**src/rtl/adc_div_seq.sv**
```systemverilog
// adc_div_seq: multi-cycle unsigned restoring divider controller.
// Drives the shared WIDTH-bit ADC subtractor with one trial subtraction per
// clock and owns only shifts and an iteration counter.
//
// Ports:
//   clk, rst      rising-edge clock, asynchronous active-high reset
//   start         request, sampled only while idle
//   dividend      numerator, captured on accept
//   divisor       denominator, captured on accept
//   busy          high while calculating and in the completion cycle
//   done          one-cycle completion pulse
//   quotient      result, held until the next accept
//   remainder     result, held until the next accept
//   div_by_zero   set with done when divisor was zero, held until next accept
//   add_a, add_b  minuend/subtrahend to the shared ADC (zero when not busy calculating)
//   add_s         ADC result add_a - add_b; bit WIDTH set iff add_a < add_b

module adc_div_seq #(
    parameter int unsigned WIDTH = 32,
    parameter int unsigned CNT_W = 5
) (
    input  logic             clk,
    input  logic             rst,
    input  logic             start,
    input  logic [WIDTH-1:0] dividend,
    input  logic [WIDTH-1:0] divisor,
    output logic             busy,
    output logic             done,
    output logic [WIDTH-1:0] quotient,
    output logic [WIDTH-1:0] remainder,
    output logic             div_by_zero,
    output logic [WIDTH-1:0] add_a,
    output logic [WIDTH-1:0] add_b,
    input  logic [WIDTH:0]   add_s
);

    typedef enum logic [1:0] {
        S_IDLE = 2'd0,
        S_CALC = 2'd1,
        S_DONE = 2'd2
    } state_t;

    localparam logic [CNT_W-1:0] LAST_CNT = CNT_W'(WIDTH - 1);

    state_t           state_q;
    logic [WIDTH-1:0] q_q;
    logic [WIDTH-1:0] r_q;
    logic [CNT_W-1:0] cnt_q;
    logic [WIDTH-1:0] add_a_q;
    logic [WIDTH-1:0] add_b_q;     // also serves as the captured divisor
    logic             busy_q;
    logic             done_q;
    logic [WIDTH-1:0] quot_q;
    logic [WIDTH-1:0] rem_q;
    logic             dbz_q;

    // One restoring-division step, evaluated from the registered partial remainder.
    logic [WIDTH-1:0] p_c;
    logic             ok_c;
    logic [WIDTH-1:0] r_d;
    logic [WIDTH-1:0] q_d;

    always_comb begin
        p_c  = {r_q[WIDTH-2:0], q_q[WIDTH-1]};
        // If R's MSB is set the shifted remainder has WIDTH+1 bits and is
        // certainly >= D; the truncated difference is still exact.
        ok_c = r_q[WIDTH-1] | ~add_s[WIDTH];
        r_d  = ok_c ? add_s[WIDTH-1:0] : p_c;
        q_d  = {q_q[WIDTH-2:0], ok_c};
    end

    // Controller state, datapath registers and registered outputs.
    always_ff @(posedge clk or posedge rst) begin
        if (rst) begin
            state_q <= S_IDLE;
            q_q     <= '0;
            r_q     <= '0;
            cnt_q   <= '0;
            add_a_q <= '0;
            add_b_q <= '0;
            busy_q  <= 1'b0;
            done_q  <= 1'b0;
            quot_q  <= '0;
            rem_q   <= '0;
            dbz_q   <= 1'b0;
        end else begin
            case (state_q)
                S_IDLE: begin
                    done_q <= 1'b0;
                    if (start) begin
                        q_q    <= dividend;
                        r_q    <= '0;
                        busy_q <= 1'b1;
                        if (divisor == '0) begin
                            // Adder port stays at zero on this path.
                            state_q <= S_DONE;
                            done_q  <= 1'b1;
                            quot_q  <= '1;
                            rem_q   <= dividend;
                            dbz_q   <= 1'b1;
                        end else begin
                            state_q <= S_CALC;
                            cnt_q   <= '0;
                            dbz_q   <= 1'b0;
                            // First trial operand: R=0 shifted with dividend MSB.
                            add_a_q <= WIDTH'(dividend[WIDTH-1]);
                            add_b_q <= divisor;
                        end
                    end
                end

                S_CALC: begin
                    r_q   <= r_d;
                    q_q   <= q_d;
                    cnt_q <= cnt_q + CNT_W'(1);
                    if (cnt_q == LAST_CNT) begin
                        state_q <= S_DONE;
                        done_q  <= 1'b1;
                        quot_q  <= q_d;
                        rem_q   <= r_d;
                        add_a_q <= '0;
                        add_b_q <= '0;
                    end else begin
                        // Present next iteration's shifted remainder to the ADC.
                        add_a_q <= {r_d[WIDTH-2:0], q_d[WIDTH-1]};
                    end
                end

                S_DONE: begin
                    state_q <= S_IDLE;
                    done_q  <= 1'b0;
                    busy_q  <= 1'b0;
                end

                default: begin
                    state_q <= S_IDLE;
                    done_q  <= 1'b0;
                    busy_q  <= 1'b0;
                    add_a_q <= '0;
                    add_b_q <= '0;
                end
            endcase
        end
    end

    assign busy        = busy_q;
    assign done        = done_q;
    assign quotient    = quot_q;
    assign remainder   = rem_q;
    assign div_by_zero = dbz_q;
    assign add_a       = add_a_q;
    assign add_b       = add_b_q;

endmodule
```
**config.mk**
```make
export PLATFORM = sky130hd
export DESIGN_NAME = adc_div_seq
export DESIGN_NICKNAME = d
export VERILOG_FILES = /design/src/rtl/adc_div_seq.sv
export SDC_FILE = /design/constraint.sdc
export NUM_CORES = 1
export LEC_CHECK = 0
export BUFFER_PORTS_ARGS = -buffer_cell sky130_fd_sc_hd__buf_2
export CORE_UTILIZATION = 45
export CTS_CLUSTER_DIAMETER = 40
export DETAILED_ROUTE_END_ITERATION = 8
export GPL_ROUTABILITY_DRIVEN = 0
export PLACE_DENSITY = 0.72
export SLEW_MARGIN = 20
export SYNTH_ARGS = -nofsm -noshare
export SYNTH_HDL_FRONTEND = slang
export SYNTH_SLANG_ARGS = --single-unit
export TNS_END_PERCENT = 50
```
**constraint.sdc**
```tcl
create_clock -name clk -period 6.27 [get_ports clk]
set_input_delay 1.254 -clock clk [delete_from_list [all_inputs] [get_ports clk]]
set_output_delay 1.254 -clock clk [all_outputs]
set_load 0.01 [all_outputs]
```
# Word-level counts from Yosys, hierarchy flattened
# Cells that the tools add are included.
[classes]
add_sub_neg = 1
n_mul = 0
div_mod_pow = 0
magnitude_cmp = 0
n_eq_ne = 7
shifts = 0
n_mux = 34
bitwise = 4
reduce_logical = 11
[ops]
columns = ["op", "n"]
rows = [
  ["$mux 32", 15],
  ["$pmux 32 s2", 4],
  ["$pmux 32 s3", 2],
  ["$logic_not 32->1", 1],
  ["$mux 5", 2],
  ["$pmux 5 s2", 1],
  ["$ne 2x2->1 const B", 4],
  ["$reduce_and 2->1", 4],
  ["$reduce_and 4->1", 2],
  ["$mux 2", 3],
  ["$reduce_and 3->1", 2],
  ["$add 5x1->5 const B", 1],
  ["$eq 5x5->1 const B", 1],
  ["$mux 1", 4],
  ["$pmux 1 s2", 2],
  ["$pmux 2 s2", 1],
  ["$not 1->1", 3],
  ["$eq 2x1->1 const B", 1],
  ["$eq 2x2->1 const B", 1],
  ["$logic_not 2->1", 1],
  ["$reduce_bool 2->1", 1],
  ["$or 1x1->1", 1],
]
[totals]
register_bits = 202
latchBits = 0
ramBits = 0
mem_bits_ro = 0
inputBits = 100
elab_cells = 68
memories = 0

# Depth between registers and ports, before layout
[logic_depth]
depth_word = 5
ltp_mapped = 8

# Worst setup path after synthesis
# OpenSTA, ideal clock, no wires.
[synth_timing]
path_type = "input to register"
from = "in divisor[11]"
to = "reg rem_q[0], in the netlist remainder[0]"
setup_ns = 0.127
arrival_time_ns = 2.628
required_time_ns = 6.143
path_slack_ns = 3.515
cell_stages = 6
path_cell_list = "nor4_2 nand4_2 o31ai_2 buf_6 buf_8 mux2_1"
[synth_between]
elab_chain_len = 3
[synth_lines]
columns = ["item", "line", "rtl"]
rows = [
  ["start: declaration", "26", "input logic [WIDTH-1:0] divisor,"],
  ["$logic_not 32->1", "94", "if (divisor == '0) begin"],
  ["$ne 2x2->1 (no line)", "n/a", ""],
  ["$reduce_and 4->1 (no line)", "n/a", ""],
  ["end signal: assignment", "99", "rem_q <= dividend;"],
  ["end signal: assignment", "120", "rem_q <= r_d;"],
  ["end: declaration", "54", "logic [WIDTH-1:0] rem_q;"],
]
# Every way passes these cells.
# A chain may end at the register's enable or synchronous reset.

# Final worst setup path
[layout_timing]
from = "in divisor[27]"
to = "reg rem_q[23], in the netlist remainder[23]"
# Same word-level chain as after synthesis.

==> out/qor.txt <==
Final Hold Viols - 0
TritonCTS clock tree - yes
Final ANT Viol Nets - 0
Slew headroom - 37.0%
Mapped Cells - 838
Distinct cell type count after synthesis - 44
Simple-gate share of the synthesized area - 11.0%
Combinational family with the most area after synthesis - compound AO/OA/AOI/OAI gates
Worst Setup End Kind - flip-flop
Async set or reset register ratio after synthesis - 100%
Mux cell area share after synthesis - 11.7%
Critical R2R Launch - state_q[0]
Primary FF master, synth - dfrtp_1
Final WL - 22900 um
Met3 Use GR - 5.00%
Cells after DPL - 1283
Max-slew violations - 0
Startpoint types - input pin
Die area - 20300 sq um
MaxCap Viol Count - 0
Post-synth EDFFs - 0
Tcrit/Tclk final - 55.5%
H-Tree Depth - 1
Root buffer cell - clkbuf_16
Ys Warns - 0
Tot Pwr - 5930 uW
Largest net degree at the start of global routing - 125
HP Class - reg -> reg
Worst slew pin tran - 0.944 ns
Setup crit start - divisor[27]
Syn Std Cell Area - 8900 sq um
Starting Density - 45.9%
Rows - 51
TNS Setup - 0 ns
GR Util All Layers - 22.8%
Met1 Use GR - 30.3%
Clk_skew - 0.0119 ns
CTS buffer count - 30
GR Util met2 - 37.2%
IO Port Bufs - 230
Vias per cell - 5.24
Post-Layout Cell Count - 1342
RSZ-0062 raised after global routing - no
Synth Area in XOR/XNOR - 0.0984%
Seq/Total Area, Yosys - 56.8%
Most common cell after layout, fill and taps aside - buf_2
Post-CTS setup buffers - 0
Vias in the first global route - 7023
Required time of the worst setup path - 6.68 ns
Post-CTS Resized - 0
CTS clock-pin slew for the worst setup and hold paths - 0.06 ns
PD cells - 523 nW/um^2
Layout cells sized above 1 - 31.7%
Hold Crit Start - busy
Status - complete, no violations
Hold buffer count at CTS - 0
Final setup vio count - 0
1st-pass router iterations - 4
Initial antenna violation count - 1
Die width - 143 um
Routed length per placed instance - 17.1 um
Crit Path Max Fanout - 28
Drt initial violations - 331
Fin nets - 1153
Most frequent cells in the layout - 230 x buf_2, 201 x dfrtp_1, 102 x nand2_1
Most Used Layer, Global Route - met2
WS Path Type - in -> reg
Grt total ovfl - 0
Core ar. - 19400 sq um
Clock sink total - 202
Crit path arrival time - 3.89 ns
Fmax - 288 MHz
First-pass GRT wire length - 36500 um
Total number of vias - 7030
Area Overhead vs Synth - 27.4%
DRC errors left - 0
Syn Area/Cell - 10.6 sq um
Top-Level Pins - 231
Final HPWL DP - 15400 um
P_leak - 0.00587 uW
Post-Synth Adder-Cell Area - 0.281%
Synth Area in Compound Gates - 13.7%
Worst-Skew Late Latency - 0.53 ns
Net Count, Synth - 940
Clock Path Buffers - 3
Number of synthesized register bits - 202
Die Y - 143 um
Clock period minus worst slack - 3.48 ns
WHS - 0.471 ns
Maximum vdd drop - 0.256 mV
## path summary, 6_finish.rpt
| kind | slack (ns) | cells past startpoint | endpoint |
|---|---|---|---|
| min reg2reg | 0.47 | 1 | busy |
| max reg2reg | 2.81 | 5 | add_a[10] |
| max | 2.79 | 6 | remainder[23] |
| max in group asynchronous | 4.39 | 3 | state_q[0] |
| min in group asynchronous | 0.73 | 2 | add_b[7] |
| min | 0.47 | 1 | busy |
## cell type report
cell class	instances	area, sq um
Sequential cell	202	5060
Timing Repair Buffer	246	1300
Tap cell	265	332
Clock buffer	35	811
Clock inverter	21	255
Multi-Input combinational cell	503	3320
Inverter	68	259
Antenna cell	2	5.00
Fill cell	1705	8060
## cells by family (layout without fill, tap and decap cells)
logic type	after synthesis	in the layout
flip-flops	202	202
AND/OR/NAND/NOR	224	224
AO/OA/AOI/OAI	180	180
adder cells (fa/ha/maj)	2	2
other	0	2
XOR/XNOR	1	1
multiplexers	96	96
buffers and inverters	133	370
## sequential cells by signal (all words and copies together) (netlist names)
| name | flops |
|---|---|
| busy | 1 |
| q_q | 32 |
| state_q | 2 |
| quotient | 32 |
| remainder | 32 |
| cnt_q | 5 |
| add_b | 32 |
| div_by_zero | 1 |
| r_q | 32 |
| done | 1 |
| add_a | 32 |
## critical path, cell delays in order
cell     delay (ns)
buf_2          0.10
nor4_1         0.32
nand4_1        0.44
o31ai_4        0.89
buf_4          0.49
mux2_2         0.38
## Yosys cell counts (2+ instances only)
cell type,count,area share [%]
o22ai_1,2,0.14
nand2_1,102,4.3
buf_4,7,0.59
nand2b_1,7,0.49
o311ai_0,2,0.20
nor4_2,4,0.56
buf_2,10,0.56
and3_1,2,0.14
mux2_1,7,0.89
ha_1,2,0.28
mux2i_1,64,7.2
inv_1,67,2.8
a21o_1,2,0.17
o32ai_1,31,3.0
nor4_1,4,0.28
a31oi_1,31,2.2
nor2_1,65,2.7
mux2_4,10,1.7
a22oi_1,4,0.34
mux2_2,15,1.9
nor2b_1,2,0.14
o21ai_0,37,2.1
nand4_1,2,0.14
dfrtp_1,202,57
buf_1,16,0.67
nand3_1,31,1.7
clkbuf_1,29,1.2
a21oi_1,34,1.9
o22a_1,32,3.1
## stage by stage
step / setup WS, ns / util [%] / instance area [sq um]
after floorplan: 2.40 / - / 8910
after global placement: 2.27 / 52.7 / 10200
after detailed placement: 2.25 / 52.8 / 10200
after CTS: 2.80 / 58.3 / 11300
after global routing: 2.53 / 58.4 / 11300
final: 2.79 / 58.4 / 11300
## report_power, final
part	internal [uW]	switching, uW
Clock	1100	632
Combinational	838	1060
Sequential	1910	384
## routing by layer
| metal | wire [um] | vias up |
|---|---|---|
| met5 | 0 | - |
| met4 | 503 | 0 |
| met3 | 1580 | 38 |
| met2 | 10800 | 236 |
| met1 | 10000 | 3406 |
| li1 | - | 3350 |
(Power assumes the default switching activity.)
